File: src/rtl/fetch_sequencer.sv
// rtl/fetch_sequencer.sv - instruction fetch and jump control ahead of the 8-bit program counter
// Two-phase FETCH/EXEC sequencer with a HALT sink; owns the instruction and flags registers.

module fetch_sequencer #(
    parameter logic [7:0] RESET_VEC  = 8'h00,
    parameter logic [3:0] JMP_CLASS  = 4'hF,
    parameter logic [3:0] HALT_CLASS = 4'hE
) (
    input  logic        clk,
    input  logic        reset,
    input  logic [7:0]  pc,
    input  logic [15:0] rom_data,
    input  logic [3:0]  alu_flags,
    output logic        PCincr,
    output logic [7:0]  pc_data,
    output logic [15:0] ir,
    output logic        exec,
    output logic [3:0]  flags,
    output logic        halted
);

    typedef enum logic [1:0] {
        ST_FETCH = 2'd0,
        ST_EXEC  = 2'd1,
        ST_HALT  = 2'd2
    } state_t;

    state_t state;
    state_t next_state;

    logic [3:0] ins_class;
    logic [3:0] ins_cond;
    logic [7:0] ins_target;
    logic       is_jump;
    logic       is_halt;
    logic       is_nop;
    logic       jump_taken;
    logic       load_ir;
    logic       load_flags;

    assign ins_class  = ir[15:12];
    assign ins_cond   = ir[11:8];
    assign ins_target = ir[7:0];
    assign is_jump    = (ins_class == JMP_CLASS);
    assign is_halt    = (ins_class == HALT_CLASS);
    assign is_nop     = (ins_class == 4'h0);

    // Conditions test the registered flags {Z,N,C,V}; codes 8-F never jump.
    always_comb begin
        jump_taken = 1'b0;
        case (ins_cond)
            4'h0:    jump_taken = 1'b1;
            4'h1:    jump_taken = flags[3];
            4'h2:    jump_taken = ~flags[3];
            4'h3:    jump_taken = flags[1];
            4'h4:    jump_taken = ~flags[1];
            4'h5:    jump_taken = flags[2];
            4'h6:    jump_taken = ~flags[2];
            4'h7:    jump_taken = flags[0];
            default: jump_taken = 1'b0;
        endcase
    end

    always_ff @(posedge clk) begin
        if (reset) begin
            state <= ST_FETCH;
            ir    <= 16'h0000;
            flags <= 4'h0;
        end else begin
            state <= next_state;
            if (load_ir) begin
                ir <= rom_data;
            end
            if (load_flags) begin
                flags <= alu_flags;
            end
        end
    end

    always_comb begin
        next_state = state;
        PCincr     = 1'b0;
        pc_data    = ins_target;
        exec       = 1'b0;
        halted     = 1'b0;
        load_ir    = 1'b0;
        load_flags = 1'b0;

        case (state)
            ST_FETCH: begin
                // PC holds by reloading its own value while the ROM word is captured.
                pc_data    = pc;
                load_ir    = 1'b1;
                next_state = ST_EXEC;
            end
            ST_EXEC: begin
                next_state = ST_FETCH;
                if (is_jump) begin
                    PCincr = ~jump_taken;
                end else if (is_halt) begin
                    pc_data    = pc;
                    next_state = ST_HALT;
                end else if (is_nop) begin
                    PCincr = 1'b1;
                end else begin
                    PCincr     = 1'b1;
                    exec       = 1'b1;
                    load_flags = 1'b1;
                end
            end
            ST_HALT: begin
                pc_data = pc;
                halted  = 1'b1;
            end
            default: begin
                next_state = ST_FETCH;
            end
        endcase

        // Reset forces the PC to the vector regardless of the current state.
        if (reset) begin
            PCincr     = 1'b0;
            pc_data    = RESET_VEC;
            exec       = 1'b0;
            halted     = 1'b0;
            load_ir    = 1'b0;
            load_flags = 1'b0;
        end
    end

endmodule

File: config.mk
export PLATFORM = sky130hd
export DESIGN_NAME = fetch_sequencer
export DESIGN_NICKNAME = d
export VERILOG_FILES = /design/src/rtl/fetch_sequencer.sv
export SDC_FILE = /design/constraint.sdc
export NUM_CORES = 1
export LEC_CHECK = 0
export CORE_ASPECT_RATIO = 1.2
export CORE_MARGIN = 5
export CORE_UTILIZATION = 30
export CTS_BUF_LIST = sky130_fd_sc_hd__clkbuf_2 sky130_fd_sc_hd__clkbuf_4 sky130_fd_sc_hd__clkbuf_8
export DETAILED_ROUTE_END_ITERATION = 10
export GPL_ROUTABILITY_DRIVEN = 0
export PLACE_DENSITY = 0.75
export SLEW_MARGIN = 20
export SYNTH_ARGS = -nofsm -noshare
export SYNTH_HDL_FRONTEND = slang
export SYNTH_SLANG_ARGS = --single-unit
File: constraint.sdc
create_clock -name clk -period 1.2 [get_ports clk]
set_input_delay 0.24 -clock clk [delete_from_list [all_inputs] [get_ports clk]]
set_output_delay 0.24 -clock clk [all_outputs]
set_load 0.1 [all_outputs]
==> run_results.csv <==
group,metric,value,unit
hold_path,holdPathStages,3,
clock_tree,cts-root-buf,"clkbuf_8",
global_route,grt_overflow,0,
power_and_ir_drop,p_leak,1.13,nW
clock_tree,clk_path_buf_depth,2,
finish,diodes,0,
timing,setup_ws,-682,ps
logic_synthesis,yosysSeqAreaShare,39.9,%
timing,rsz0062_at_grt,"true",
setup_path,path_class,"register to primary output",
logic_synthesis,syn-num-nets,158,
finish,drive_gt1_share,66.4,%
timing,finalMaxSlewViolations,0,
floorplanning,io_pins,61,
timing,finalHoldViolCount,0,
timing,holdWs,509,ps
route,post-route-drc-count,0,
finish,finish.net_count,257,
hold_path,min_from,"reset",
power_and_ir_drop,ir_drop,0.000777,V
floorplanning,die_area,5000,um2
hold_path,holdPathEnd,"flags[1]$_SDFFE_PP0P_",
global_route,grt_first_pass_wirelength,7.31,mm
timing,finalClockSkew,6.09,ps
clock_tree,clk_latency,260,ps
route,post_drt_wl_per_cell,20.6,um
clock_tree,cts_tree,"done",
setup_path,reg2reg_from,"state[0]$_SDFFE_PP0N_",
logic_synthesis,synth_ff_type,"dfxtp_1",
clock_tree,cts_hold_buf,0,
global_route,antenna_found_initial,0,
clock_tree,clk_pin_slew_worst_paths,80,ps
floorplanning,die_h,76.5,um
placement,dpl.cell_count,247,
timing,fin_crit_sh,157,%
logic_synthesis,syn-mean-instance-area,8.63,um2
global_route,grt_usage,19.2,%
route,routed_wl,5.46,mm
logic_synthesis,syn_area,1100,um2
setup_path,reg2reg_to,"flags[2]$_SDFFE_PP0P_",
setup_path,crit_path_max_fanout,5,
placement,io_buffers,60,
power_and_ir_drop,p_per_area,1030,nW/um2
logic_synthesis,synthCells,128,
hold_path,hp-class,"input pin to register",
finish,syn_to_final_growth,167,%
global_route,first_global_vias,1514,
global_route,grt_start_max_net_pins,13,
route,vias_per_cell,5.43,
setup_path,start_kind,"register",
clock_tree,cts_buffers,3,
floorplanning,rows,24,
floorplanning,fp.coreArea,3600,um2
logic_synthesis,synthArstFlopShare,0,%
finish,layout.cells.non_filler,265,
clock_tree,cts_htree_levels,1,
setup_path,required,960,ps
placement,dp_hpwl,3.35,mm
setup_path,worstPathArrival,1640,ps
floorplanning,initial_utilization,30.7,%
timing,final_period_minus_worst_setup_slack,1880,ps
flow_run,max_cap_viol_count,0,
timing,clock.fmax,531,MHz
logic_synthesis,ys_types,27,
setup_path,r2r_slack,-280,ps
clock_tree,cts_sinks,22,
route,vias,1439,
setup_path,end_kind,"primary output",
setup_path,rr_worst_depth,7,
outcome,status,"finished with violations",
route,drtAntennaViolNets,0,
logic_synthesis,synth-seq-cells,22,
floorplanning,die_x,65.4,um
timing,maxSlewHeadroom,76.9,%
logic_synthesis,yosysWarnings,0,
route,dr.first_iter.drc_count,62,
timing,setup_viol,33,
route,drtPass1Iterations,4,
logic_synthesis,synth_enable_flop_cells,0,
outcome,violations,"negative setup slack",
timing,worst_pin_slew,347,ps
power_and_ir_drop,finalPower,3.03,mW
kinds of logic (layout without fill, tap and decap cells):
logic type | after synthesis | after routing | synth area share [%]
compound gates | 29 | 29 | 15.7
buf+inv | 7 | 105 | 3.28
flops | 22 | 22 | 39.9
mux | 10 | 10 | 9.06
simple gates | 60 | 60 | 32.1
cells in the final DEF, fill, tap and decap left out, types with 2 or more instances in the layout:
cell             count
mux2i_4              9
dfxtp_2             11
nand2_4              6
nor2_4               2
nand2_2             11
clkbuf_8             3
buf_6               17
nand4_1              4
clkdlybuf4s50_1     28
a21oi_2              2
o31a_1               2
buf_8                5
o21ai_1             10
buf_12              33
nand2b_1            25
buf_4               16
a21oi_1              2
dfxtp_4             11
o21ai_2              6
o31ai_4              3
layer usage:
| layer | global-route usage (%) | share of wire, % | up-vias |
|---|---|---|---|
| met4 | 6.85 | 4.8 | 0 |
| met5 | 0 | 0 | - |
| li1 | - | - | 654 |
| met2 | 38.6 | 56 | 72 |
| met1 | 18.2 | 34 | 690 |
| met3 | 3.98 | 5.8 | 23 |
timing repair:
item	4_1_cts	5_1_grt
buffers inserted	5	11
endpoints found under the setup margin	36	39
gates cloned	3	1
pin swaps	15	25
resized for setup	39	56
power breakdown:
part	switching [mW]	internal, mW
clock network	0.243	0.229
logic	0.971	0.719
registers	0.0729	0.791
Yosys cell counts, drive strengths merged, types with 2 or more instances:
library cell,number,area (um2)
nand2b,26,163
dfxtp,22,440
nand2,17,63.8
o21ai,16,80.1
mux2i,10,100
a21oi,4,20.0
clkbuf,4,15.0
nand4,4,25.0
o31ai,4,30.0
buf,3,21.3
nor2,3,11.3
nor3b,2,20.0
o31a,2,17.5
critical path, stage by stage (launching register included):
cell and delay, ps:
dfxtp_4 410, mux2i_4 320, a2111oi_4 120, o41ai_4 290, buf_12 220
area by class of cell:
cell class / count / area, um2
flip-flops and latches: 22 / 495
fillers: 192 / 654
clock inverters: 1 / 3.75
repair buffers: 101 / 1360
multi-input cells: 99 / 996
clock buffers: 3 / 41.3
well taps: 39 / 48.8
worst max path at each step:
stage / cells past startpoint / from / slack, ps / endpoint
CTS: 4 / ir[10]$_SDFFE_PP0P_ / -650 / PCincr
global placement: 6 / reset / -560 / PCincr
floorplan: 3 / ir[10]$_SDFFE_PP0P_ / -1070 / PCincr
detailed placement: 6 / reset / -610 / exec
finish: 4 / ir[10]$_SDFFE_PP0P_ / -680 / PCincr
global route: 4 / ir[10]$_SDFFE_PP0P_ / -720 / PCincr
metrics by stage:
stage / utilization (%) / TNS, ps / worst slack, ps / cell area, um2
5_1_grt: 81.8 / -9110 / -720 / 2950
2_1_floorplan: - / -8500 / -1070 / 1330
3_3_place_gp: 68.7 / -15150 / -556 / 2480
4_1_cts: 75.6 / -6930 / -651 / 2720
6_report: 81.8 / -7690 / -682 / 2950
3_5_place_dp: 68.7 / -15910 / -609 / 2480
flip-flops by register name, summed over array words and instances (netlist names):
signal and flops:
ir 16, flags 4, state 2
Note: power is estimated with default switching activity, not from simulation.
